`src/rtl/resource_pool_lock_manager_pkg.sv`:
```
// Types and helpers shared by the pool lock manager and the issue controller.
// Request ports carry {valid, id} packed with valid as the MSB, laid out like rpl_req_t.
package resource_pool_lock_manager_pkg;

    localparam logic [1:0] PORT_IDLE = 2'd0;
    localparam logic [1:0] PORT_WAIT = 2'd1;
    localparam logic [1:0] PORT_HELD = 2'd2;

    localparam logic [0:0] UNIT_FREE = 1'b0;
    localparam logic [0:0] UNIT_HELD = 1'b1;

    typedef enum logic [1:0] {
        P_IDLE = PORT_IDLE,
        P_WAIT = PORT_WAIT,
        P_HELD = PORT_HELD
    } lock_port_state_e;

    typedef enum logic [0:0] {
        U_FREE = UNIT_FREE,
        U_HELD = UNIT_HELD
    } lock_unit_state_e;

    localparam int RPL_ID_WIDTH = 16;

    typedef struct packed {
        logic                    valid;
        logic [RPL_ID_WIDTH-1:0] id;
    } rpl_req_t;

    // a is older than b when (a - b) is negative in a width-bit wrapping space.
    // Callers zero-extend both IDs to 32 bits; bit width-1 of the 32-bit
    // difference equals the sign bit of the width-bit difference.
    function automatic logic id_older(input logic [31:0] a,
                                      input logic [31:0] b,
                                      input int unsigned width);
        logic [31:0] diff;
        logic [31:0] shifted;
        diff    = a - b;
        shifted = diff >> (width - 1);
        return shifted[0];
    endfunction

endpackage

```
`src/rtl/resource_pool_lock_manager_oldest_rank_allocator.sv`:
```
// Combinational oldest-first allocator: ranks pending ports by wrap-aware age and
// maps rank k onto the k-th lowest-indexed free unit.
module oldest_rank_allocator
    import resource_pool_lock_manager_pkg::*;
#(
    parameter int NUM_PORTS = 8,
    parameter int NUM_UNITS = 8,
    parameter int ID_WIDTH  = 16,
    parameter int UNIT_W    = (NUM_UNITS > 1) ? $clog2(NUM_UNITS) : 1
) (
    input  logic [NUM_PORTS-1:0]               pending,
    input  logic [NUM_PORTS-1:0][ID_WIDTH-1:0] ids,
    input  logic [NUM_UNITS-1:0]               free_mask,
    output logic [NUM_PORTS-1:0]               alloc,
    output logic [NUM_PORTS-1:0][UNIT_W-1:0]   alloc_unit
);

    localparam int CNT_W = $clog2(NUM_PORTS + NUM_UNITS + 1);

    logic [CNT_W-1:0]                 free_idx [NUM_UNITS];
    logic [NUM_PORTS-1:0]             cand;
    logic [NUM_PORTS-1:0][UNIT_W-1:0] target;

    always_comb begin
        logic [CNT_W-1:0] cnt;
        cnt = '0;
        for (int u = 0; u < NUM_UNITS; u++) begin
            free_idx[u] = cnt;
            cnt         = cnt + CNT_W'(free_mask[u]);
        end
    end

    genvar gi;
    generate
        for (gi = 0; gi < NUM_PORTS; gi++) begin : g_port
            logic [CNT_W-1:0]  rank_val;
            logic              hit;
            logic [UNIT_W-1:0] sel;
            logic              clash;

            always_comb begin
                rank_val = '0;
                for (int q = 0; q < NUM_PORTS; q++) begin
                    if (pending[q] && q != gi) begin
                        if (id_older(32'(ids[q]), 32'(ids[gi]), ID_WIDTH) ||
                            (ids[q] == ids[gi] && q < gi)) begin
                            rank_val = rank_val + CNT_W'(1);
                        end
                    end
                end
            end

            // A rank at or beyond the free count finds no matching unit and stays pending.
            always_comb begin
                hit = 1'b0;
                sel = '0;
                for (int u = 0; u < NUM_UNITS; u++) begin
                    if (free_mask[u] && free_idx[u] == rank_val) begin
                        hit = 1'b1;
                        sel = UNIT_W'(u);
                    end
                end
            end

            // Wrap-aware age is not transitive when IDs span more than half the
            // space; this guard keeps a unit from ever going to two ports at once.
            always_comb begin
                clash = 1'b0;
                for (int q = 0; q < gi; q++) begin
                    if (cand[q] && target[q] == sel) begin
                        clash = 1'b1;
                    end
                end
            end

            assign cand[gi]       = pending[gi] && hit;
            assign target[gi]     = sel;
            assign alloc[gi]      = cand[gi] && !clash;
            assign alloc_unit[gi] = sel;
        end
    endgenerate

endmodule

```
`src/rtl/resource_pool_lock_manager.sv`:
```
// Lease manager for a pool of identical units: per-port and per-unit state
// registers around the oldest-first allocator; all outputs decode registered state.
module resource_pool_lock_manager
    import resource_pool_lock_manager_pkg::*;
#(
    parameter int NUM_PORTS = 8,
    parameter int NUM_UNITS = 8,
    parameter int ID_WIDTH  = 16,
    parameter int UNIT_W    = (NUM_UNITS > 1) ? $clog2(NUM_UNITS) : 1,
    parameter int PORT_W    = (NUM_PORTS > 1) ? $clog2(NUM_PORTS) : 1
) (
    input  logic                               clk,
    input  logic                               reset,
    input  logic                               rollback,
    input  logic [NUM_PORTS-1:0][ID_WIDTH:0]   rpl_req,
    output logic [NUM_PORTS-1:0]               grant,
    output logic [NUM_PORTS-1:0][UNIT_W-1:0]   grant_unit,
    output logic [NUM_UNITS-1:0]               unit_busy,
    output logic [NUM_UNITS-1:0][PORT_W-1:0]   unit_owner
);

    logic [NUM_PORTS-1:0]               req_valid;
    logic [NUM_PORTS-1:0][ID_WIDTH-1:0] req_id;
    logic [NUM_PORTS-1:0]               release_port;
    logic [NUM_PORTS-1:0]               pending;
    logic [NUM_UNITS-1:0]               free_mask;
    logic [NUM_PORTS-1:0]               alloc;
    logic [NUM_PORTS-1:0][UNIT_W-1:0]   alloc_unit;

    oldest_rank_allocator #(
        .NUM_PORTS (NUM_PORTS),
        .NUM_UNITS (NUM_UNITS),
        .ID_WIDTH  (ID_WIDTH),
        .UNIT_W    (UNIT_W)
    ) u_alloc (
        .pending    (pending),
        .ids        (req_id),
        .free_mask  (free_mask),
        .alloc      (alloc),
        .alloc_unit (alloc_unit)
    );

    genvar gi;
    generate
        for (gi = 0; gi < NUM_PORTS; gi++) begin : g_port
            lock_port_state_e  state_reg;
            lock_port_state_e  state_next;
            logic [ID_WIDTH-1:0] id_reg;
            logic [UNIT_W-1:0] unit_reg;
            logic              held;

            assign req_valid[gi] = rpl_req[gi][ID_WIDTH];
            assign req_id[gi]    = rpl_req[gi][ID_WIDTH-1:0];
            assign held          = (state_reg == P_HELD);

            // A port that releases this cycle competes again only from the next
            // cycle, so an ID change always shows one cycle of grant low.
            assign release_port[gi] = held && (!req_valid[gi] || req_id[gi] != id_reg);
            assign pending[gi]      = req_valid[gi] && !held;

            always_comb begin
                state_next = P_IDLE;
                if (alloc[gi]) begin
                    state_next = P_HELD;
                end else if (held && !release_port[gi]) begin
                    state_next = P_HELD;
                end else if (req_valid[gi]) begin
                    state_next = P_WAIT;
                end
            end

            always_ff @(posedge clk) begin
                if (reset || rollback) begin
                    state_reg <= P_IDLE;
                    id_reg    <= '0;
                    unit_reg  <= '0;
                end else begin
                    state_reg <= state_next;
                    if (alloc[gi]) begin
                        id_reg   <= req_id[gi];
                        unit_reg <= alloc_unit[gi];
                    end
                end
            end

            assign grant[gi]      = held;
            assign grant_unit[gi] = held ? unit_reg : '0;
        end

        for (gi = 0; gi < NUM_UNITS; gi++) begin : g_unit
            lock_unit_state_e  state_reg;
            logic [PORT_W-1:0] owner_reg;
            logic              take;
            logic [PORT_W-1:0] taker;
            logic              busy;
            logic              releasing;

            always_comb begin
                take  = 1'b0;
                taker = '0;
                for (int p = 0; p < NUM_PORTS; p++) begin
                    if (alloc[p] && alloc_unit[p] == UNIT_W'(gi)) begin
                        take  = 1'b1;
                        taker = PORT_W'(p);
                    end
                end
            end

            assign busy           = (state_reg == U_HELD);
            assign releasing      = busy && release_port[owner_reg];
            assign free_mask[gi]  = !busy || releasing;

            // A grant on a unit released this same cycle wins over the release.
            always_ff @(posedge clk) begin
                if (reset || rollback) begin
                    state_reg <= U_FREE;
                    owner_reg <= '0;
                end else if (take) begin
                    state_reg <= U_HELD;
                    owner_reg <= taker;
                end else if (releasing) begin
                    state_reg <= U_FREE;
                end
            end

            assign unit_busy[gi]  = busy;
            assign unit_owner[gi] = busy ? owner_reg : '0;
        end
    endgenerate

endmodule

```
`config.mk`:
```
export PLATFORM = sky130hd
export DESIGN_NAME = resource_pool_lock_manager
export DESIGN_NICKNAME = d
export VERILOG_FILES = /design/src/rtl/resource_pool_lock_manager_pkg.sv /design/src/rtl/resource_pool_lock_manager_oldest_rank_allocator.sv /design/src/rtl/resource_pool_lock_manager.sv
export SDC_FILE = /design/constraint.sdc
export NUM_CORES = 2
export LEC_CHECK = 0
export BUFFER_PORTS_ARGS = -buffer_cell sky130_fd_sc_hd__buf_2
export CAP_MARGIN = 10
export CORE_MARGIN = 5
export CORE_UTILIZATION = 55
export CTS_CLUSTER_DIAMETER = 80
export DETAILED_ROUTE_END_ITERATION = 8
export GPL_TIMING_DRIVEN = 0
export HOLD_SLACK_MARGIN = 0.06
export PLACE_DENSITY = 0.7
export SLEW_MARGIN = 20
export SYNTH_ARGS = -nofsm -noshare
export SYNTH_HDL_FRONTEND = slang
export SYNTH_SLANG_ARGS = --single-unit
export TNS_END_PERCENT = 10
```
`constraint.sdc`:
```
create_clock -name clk -period 22.8 [get_ports clk]
set_input_delay 1.14 -clock clk [delete_from_list [all_inputs] [get_ports clk]]
set_output_delay 1.14 -clock clk [all_outputs]
set_load 0.02 [all_outputs]
```
# == After elaboration in Yosys (flattened, before gate mapping) ==
# Index checks and enable logic that the tools add are counted.
# word_totals
ff_bits,200
input_bits,139
output_inout_bits,64
# classes
add_sub_neg,110
magnitude_cmp,8
n_eq_ne,184
mux,452
reduce_logical,319
# op_table
op,count
16-bit subtractor,56
5-bit 2-to-1 mux,100
16-bit equality test,28
3-bit 2-to-1 mux,104
5-bit equality test,48
5-bit by 1-bit adder with 5-bit output (second input constant),44
1-bit 2-to-1 mux,216
1-bit logical AND,203
16-bit != test,8
3-bit equality test (second input constant),32
3-bit equality test,28
3-bit by 2-bit equality test with 1-bit output (second input constant),16
2-bit 2-to-1 mux,24
1-bit logical OR,45
1-bit by 5-bit equality test with 1-bit output,8
5-bit zero test,8
1-bit zero test,39
3-bit by 4-bit < comparator with 1-bit output (second input constant),8
5-bit by 1-bit adder with 5-bit output,5
1-bit binary-select mux with 3-bit select,8
3-bit by 1-bit equality test with 1-bit output (second input constant),8
3-bit zero test,8
3-bit OR reduction,8
2-bit equality test (second input constant),8
other kinds (3),13

# == Depth between registers and ports, before layout ==
# logic_depth
ltp_word,46
mapped_depth,50
ltp_nobuf,47

# == Hierarchy ==
# A second synthesis with hierarchy kept.
# hier_totals
cells_unflattened,4913
hier_area_um2,40172.3
# modules_own_cells
module,n_inst,cells_per_inst,area_each_um2,seq_area_each_um2
oldest_rank_allocator,1,3705,29669.7,0.0
resource_pool_lock_manager,1,1208,10502.6,4003.8

# == Worst setup path before layout ==
# No wires, ideal clock.
# synth_path
path_kind,in2reg
startpoint,in rpl_req[26] in the netlist's numbering
endpoint,reg g_unit[1].owner_reg[0]
setup_time_ns,0.088
arrival_ns,10.461
required_time_ns,22.712
slack_ns,12.251
cell_stages,45
path_buffers,1
path_cell_list,inv_1 ha_1 and3_1 a221o_1 a21o_1 a21oi_1 nor2b_1 o21ai_0 nand2_1 xnor2_1 ha_1 nand3_1 o311a_1 mux2i_1 a2bb2oi_1 inv_1 ha_1 a21bo_2 [... 9 more ...] ha_1 nand2_1 mux2_2 xnor2_1 xnor2_2 nor3_1 a21oi_1 xnor3_1 and2_1 a21o_1 a221oi_1 buf_4 xnor2_4 a41oi_2 and2_1 or4_1 o311a_1 a311oi_2
# synth_between
elab_chain_len,44
# synth_rtl
element,line_no,source
"start, declared",resource_pool_lock_manager.sv:15,"input logic [NUM_PORTS-1:0][ID_WIDTH:0] rpl_req,"
16-bit subtractor or 16-bit equality test (tied branches),"resource_pool_lock_manager_pkg.sv:38, resource_pool_lock_manager_oldest_rank_allocator.sv:46",
1-bit logical OR or 1-bit 2-to-1 mux (tied branches),resource_pool_lock_manager_oldest_rank_allocator.sv:45,"if (id_older(32'(ids[q]), 32'(ids[gi]), ID_WIDTH) ||"
1-bit 2-to-1 mux (on tied branches),"resource_pool_lock_manager_oldest_rank_allocator.sv:45, resource_pool_lock_manager_oldest_rank_allocator.sv:44",
1-bit 2-to-1 mux or 1-bit by 1-bit adder with 2-bit output (tied branches),"resource_pool_lock_manager_oldest_rank_allocator.sv:44, resource_pool_lock_manager_oldest_rank_allocator.sv:47",
1-bit by 1-bit adder with 2-bit output or 5-bit 2-to-1 mux (tied branches),"resource_pool_lock_manager_oldest_rank_allocator.sv:47, resource_pool_lock_manager_oldest_rank_allocator.sv:45",
5-bit 2-to-1 mux (on tied branches),"resource_pool_lock_manager_oldest_rank_allocator.sv:45, resource_pool_lock_manager_oldest_rank_allocator.sv:44",
5-bit 2-to-1 mux or 5-bit by 1-bit adder with 5-bit output (tied branches),"resource_pool_lock_manager_oldest_rank_allocator.sv:44, resource_pool_lock_manager_oldest_rank_allocator.sv:47",
5-bit by 1-bit adder with 5-bit output or 5-bit 2-to-1 mux (tied branches),"resource_pool_lock_manager_oldest_rank_allocator.sv:47, resource_pool_lock_manager_oldest_rank_allocator.sv:45",
[... 24 more ...],--,
1-bit logical AND (on tied branches),"resource_pool_lock_manager_oldest_rank_allocator.sv:70, resource_pool_lock_manager_oldest_rank_allocator.sv:76",
1-bit 2-to-1 mux or 1-bit logical AND (tied branches),resource_pool_lock_manager_oldest_rank_allocator.sv:70,if (cand[q] && target[q] == sel) begin
1-bit zero test or 1-bit 2-to-1 mux (tied branches),"resource_pool_lock_manager_oldest_rank_allocator.sv:78, resource_pool_lock_manager_oldest_rank_allocator.sv:70",
1-bit logical AND (tied with other cells),resource_pool_lock_manager_oldest_rank_allocator.sv:78,assign alloc[gi] = cand[gi] && !clash;
1-bit logical AND (tied with other cells),resource_pool_lock_manager.sv:102,if (alloc[p] && alloc_unit[p] == UNIT_W'(gi)) begin
1-bit 2-to-1 mux (tied with other cells),resource_pool_lock_manager.sv:102,
3-bit 2-to-1 mux (tied with other cells) (5 in series),resource_pool_lock_manager.sv:102,
3-bit 2-to-1 mux or 1-bit 2-to-1 mux (tied branches),resource_pool_lock_manager.sv:102,
"end signal, assigned",resource_pool_lock_manager.sv:120,owner_reg <= taker;
"end, declared",resource_pool_lock_manager.sv:92,logic [PORT_W-1:0] owner_reg;
# Parallel ways exist; a longest one is shown, timed or not. The select of a mux whose other input is x is not followed.
# A chain may end at the register's enable or synchronous reset.

# == Worst setup path after layout ==
# layout_path
startpoint,in rpl_req[66] in the netlist's numbering
endpoint,reg g_port[7].id_reg[12]
# layout_between
elab_chain_len,40
# layout_rtl
element,line_no,source
branches (longest 39 deep; another with 16-bit subtractor),--,
1-bit logical AND *,resource_pool_lock_manager_oldest_rank_allocator.sv:78,
"end signal, assigned",resource_pool_lock_manager.sv:80,id_reg <= req_id[gi];
"end, declared",resource_pool_lock_manager.sv:48,logic [ID_WIDTH-1:0] id_reg;
# Mark *: on every way between the ends. The select of a mux whose other input is x is not followed.

==> impl_results.md <==
* Nets at 6,305
* DR vias/cell at 6.96
* Initial antenna violation count at 18
* Syn Std Cell Area at 0.0411 sq mm
* CP peak stage delay at 1.12 ns
* Area leader, netlist: ha_1
* Least-Margin Pin Slew at 1.35 ns
* EDFF count, synth at 0
* Worst-Skew Late Latency at 0.51 ns
* Clk buf depth at 2
* WS Path Type: primary input to flip-flop
* Setup tns final at 0 ns
* Reg2reg setup slack at 7.40 ns
* Reg-to-Reg Start: g_port[3].id_reg[10]
* CTS H-tree lvls at 4
* CP top delay family: simple AND/OR/NAND/NOR gates
* Worst-path maximum fanout at 10
* Starting Density at 55.3%
* Post_cts resized at 0
* Status: finished, violations left
* Cell count along the critical path at 32
* First-pass GRT wire length at 279,000 um
* CTS Buf Count at 17
* Max-slew headroom at 9.51%
* Placer congestion estimate at 1.09
* Via count at 43,543
* CTS tree: built
* RSZ-0062 raised after global routing: false
* Largest net degree at the start of global routing at 26
* Die area at 0.0803 sq mm
* Clock Tree Root: clkbuf_16
* Max reg flops at 128
* IO buf count at 196
* Worst r2r dst: g_port[7].id_reg[12]
* Part of the cycle the worst path needs at 70.5%
* Slowest cell on the critical path: o21ai_1
* Critical Path RT at 23.17 ns
* CP startpoint: rpl_req[66]
* Hold path depth at 2
* Vias in the first global route at 39,831
* CP endpoint kind: flip-flop
* Ports at 203
* Fin crit period at 16.07 ns
* DP HPWL at 158,000 um
* DRC violations left at 3
* Ys Warns at 0
* Layout cells sized above 1 at 9.55%
* R2R depth at 31
* WP buf/inv at 7
* Routed WL at 199,000 um
* Netlist cell types at 130
* Core footprint at 0.0743 sq mm
* Critical Path Source Type: primary input
* Top post-synthesis cells by area: ha_1 27%, dfxtp_1 9.7%, xnor2_1 7.2%, a21oi_1 4.9%, nand2_1 3.2%
* FFs w/ async S/R, synth at 0%
* FMAX at 62.2 MHz
* Site row count at 100
* Ys flop type: dfxtp_1
* Die height at 283 um
* Antenna Violating Nets Remaining at 0
* Die X at 283 um
* Crit path capture: g_port[7].id_reg[12]
* Hold WS at 0.473 ns
* Max Cap Viol at 0
* Violated checks: design-rule violations
* Arr. time, crit path at 16.44 ns
* WL/cell at 31.8 um
* Clock skew at 0.0273 ns
* Sink Count at 200
* Commonest cells post-synth: 898 x ha_1, 402 x a21oi_1, 354 x nand2_1
* Syn avg cell area at 8.17 sq um
* Gr ovfl total at 0
* Syn_nets at 6,074
* Drt initial violations at 5,720
* Area delta synth->final at 7.66%
* Hold-fix buffers at CTS at 0
* Most common cell in the netlist: ha_1
* Final Max Slew Viols at 0
* Part of the Yosys area used for sequential elements at 9.74%
* Drt pass-1 iters at 9
* Final Hold Fails at 0
* Mapped Cells at 5,035
* Final setup fails at 0
* Final Util at 59.6%
* Clock transition at path regs at 0.09 ns
* GRT Resource Usage Total at 46.7%
* Seq cells post-synth at 200
* Top cell type's share of synthesized area at 27.3%
* HP Class: flip-flop to flip-flop
* Post-CTS Setup Bufs at 0
logic make-up (layout without fill, tap and decap cells):
kind of cell	count (synthesis)	in the layout	share of synthesized area (%)
flops	200	200	9.74
other cells	0	8	0
mux	172	172	4.59
xor+xnor	524	524	13.3
simple gates	1605	1605	20.4
fa+ha+maj	905	905	27.5
compound gates	1264	1264	20.8
buf+inv	365	609	3.71
layout make-up:
type                    instances  area [sq um]
diodes                          8          20.0
plain buffers                 147           707
clock buffers                  17           425
clock inverters                15           234
fillers                      7036         30000
inverters                     218           818
multi-input cells            4470         35800
flip-flops and latches        200          4000
well taps                     969          1210
repair buffers                212          1100
metal layers:
layer  part of all wire, %  GRT usage, %  wire length (um)  up-vias
met5                 0.023             0                45        -
met4                   9.0          33.0             18000        6
met3                    14          16.2             27800      766
met2                    39          67.2             78100     3123
met1                    38          58.2             75100    20574
li1                      -             -                 -    19074
worst min-delay path by stage:
stage	slack, ns	end	startpoint
5_1_grt	0.50	g_port[2].id_reg[9]	g_port[2].id_reg[9]
3_5_place_dp	0.45	g_port[1].unit_reg[0]	g_port[1].unit_reg[0]
4_1_cts	0.47	g_port[1].unit_reg[0]	g_port[1].unit_reg[0]
6_report	0.47	g_port[2].id_reg[6]	g_port[2].id_reg[6]
3_3_place_gp	0.45	g_port[1].unit_reg[0]	g_port[1].unit_reg[0]
2_1_floorplan	0.43	g_port[2].unit_reg[0]	g_port[2].unit_reg[0]
through the flow:
| step | worst slack, ns | instances | area (sq um) |
|---|---|---|---|
| floorplan | 12.25 | 5035 | 41100 |
| global placement | 6.01 | 6200 | 43300 |
| detailed placement | 7.42 | 6214 | 43600 |
| CTS | 7.90 | 6246 | 44200 |
| global route | 7.12 | 6248 | 44300 |
| finish | 6.73 | 6256 | 44300 |
worst min-delay path, cell delays in order, from the launching register on:
cell and delay, ns:
dfxtp_1 0.33, nand2_1 0.05, a21oi_1 0.05
placed cells by master (no fill, tap or decap), types with 19 or more instances in the layout:
master | synthesis | layout
buf_2 | 34 | 232
dfxtp_1 | 200 | 200
a221oi_1 | 34 | 33
nor2b_1 | 43 | 43
o21ai_0 | 190 | 187
ha_1 | 898 | 898
a31oi_1 | 42 | 41
xnor2_1 | 337 | 336
nor3_1 | 90 | 81
o21a_1 | 35 | 35
nor2_1 | 346 | 346
nand2_1 | 354 | 354
clkbuf_1 | 76 | 76
inv_1 | 209 | 209
o31ai_1 | 34 | 33
nand3b_1 | 49 | 49
xor2_1 | 116 | 116
and4_1 | 38 | 38
a41oi_1 | 19 | 19
or4_1 | 19 | 19
or2_2 | 21 | 21
o211ai_1 | 42 | 42
mux2_2 | 30 | 30
nand4_1 | 125 | 125
nand3_1 | 157 | 157
buf_4 | 24 | 37
mux2i_1 | 131 | 131
a211oi_1 | 87 | 83
or3_1 | 28 | 28
a21o_1 | 79 | 79
a21oi_1 | 402 | 402
o21ai_1 | 24 | 25
xnor3_1 | 40 | 40
and3_1 | 50 | 50
and2_1 | 93 | 93
nor4_1 | 64 | 60
nand2b_1 | 40 | 40
Power is not shown: default switching activity piles up to over one toggle a cycle in this logic, so the estimate is an artifact.
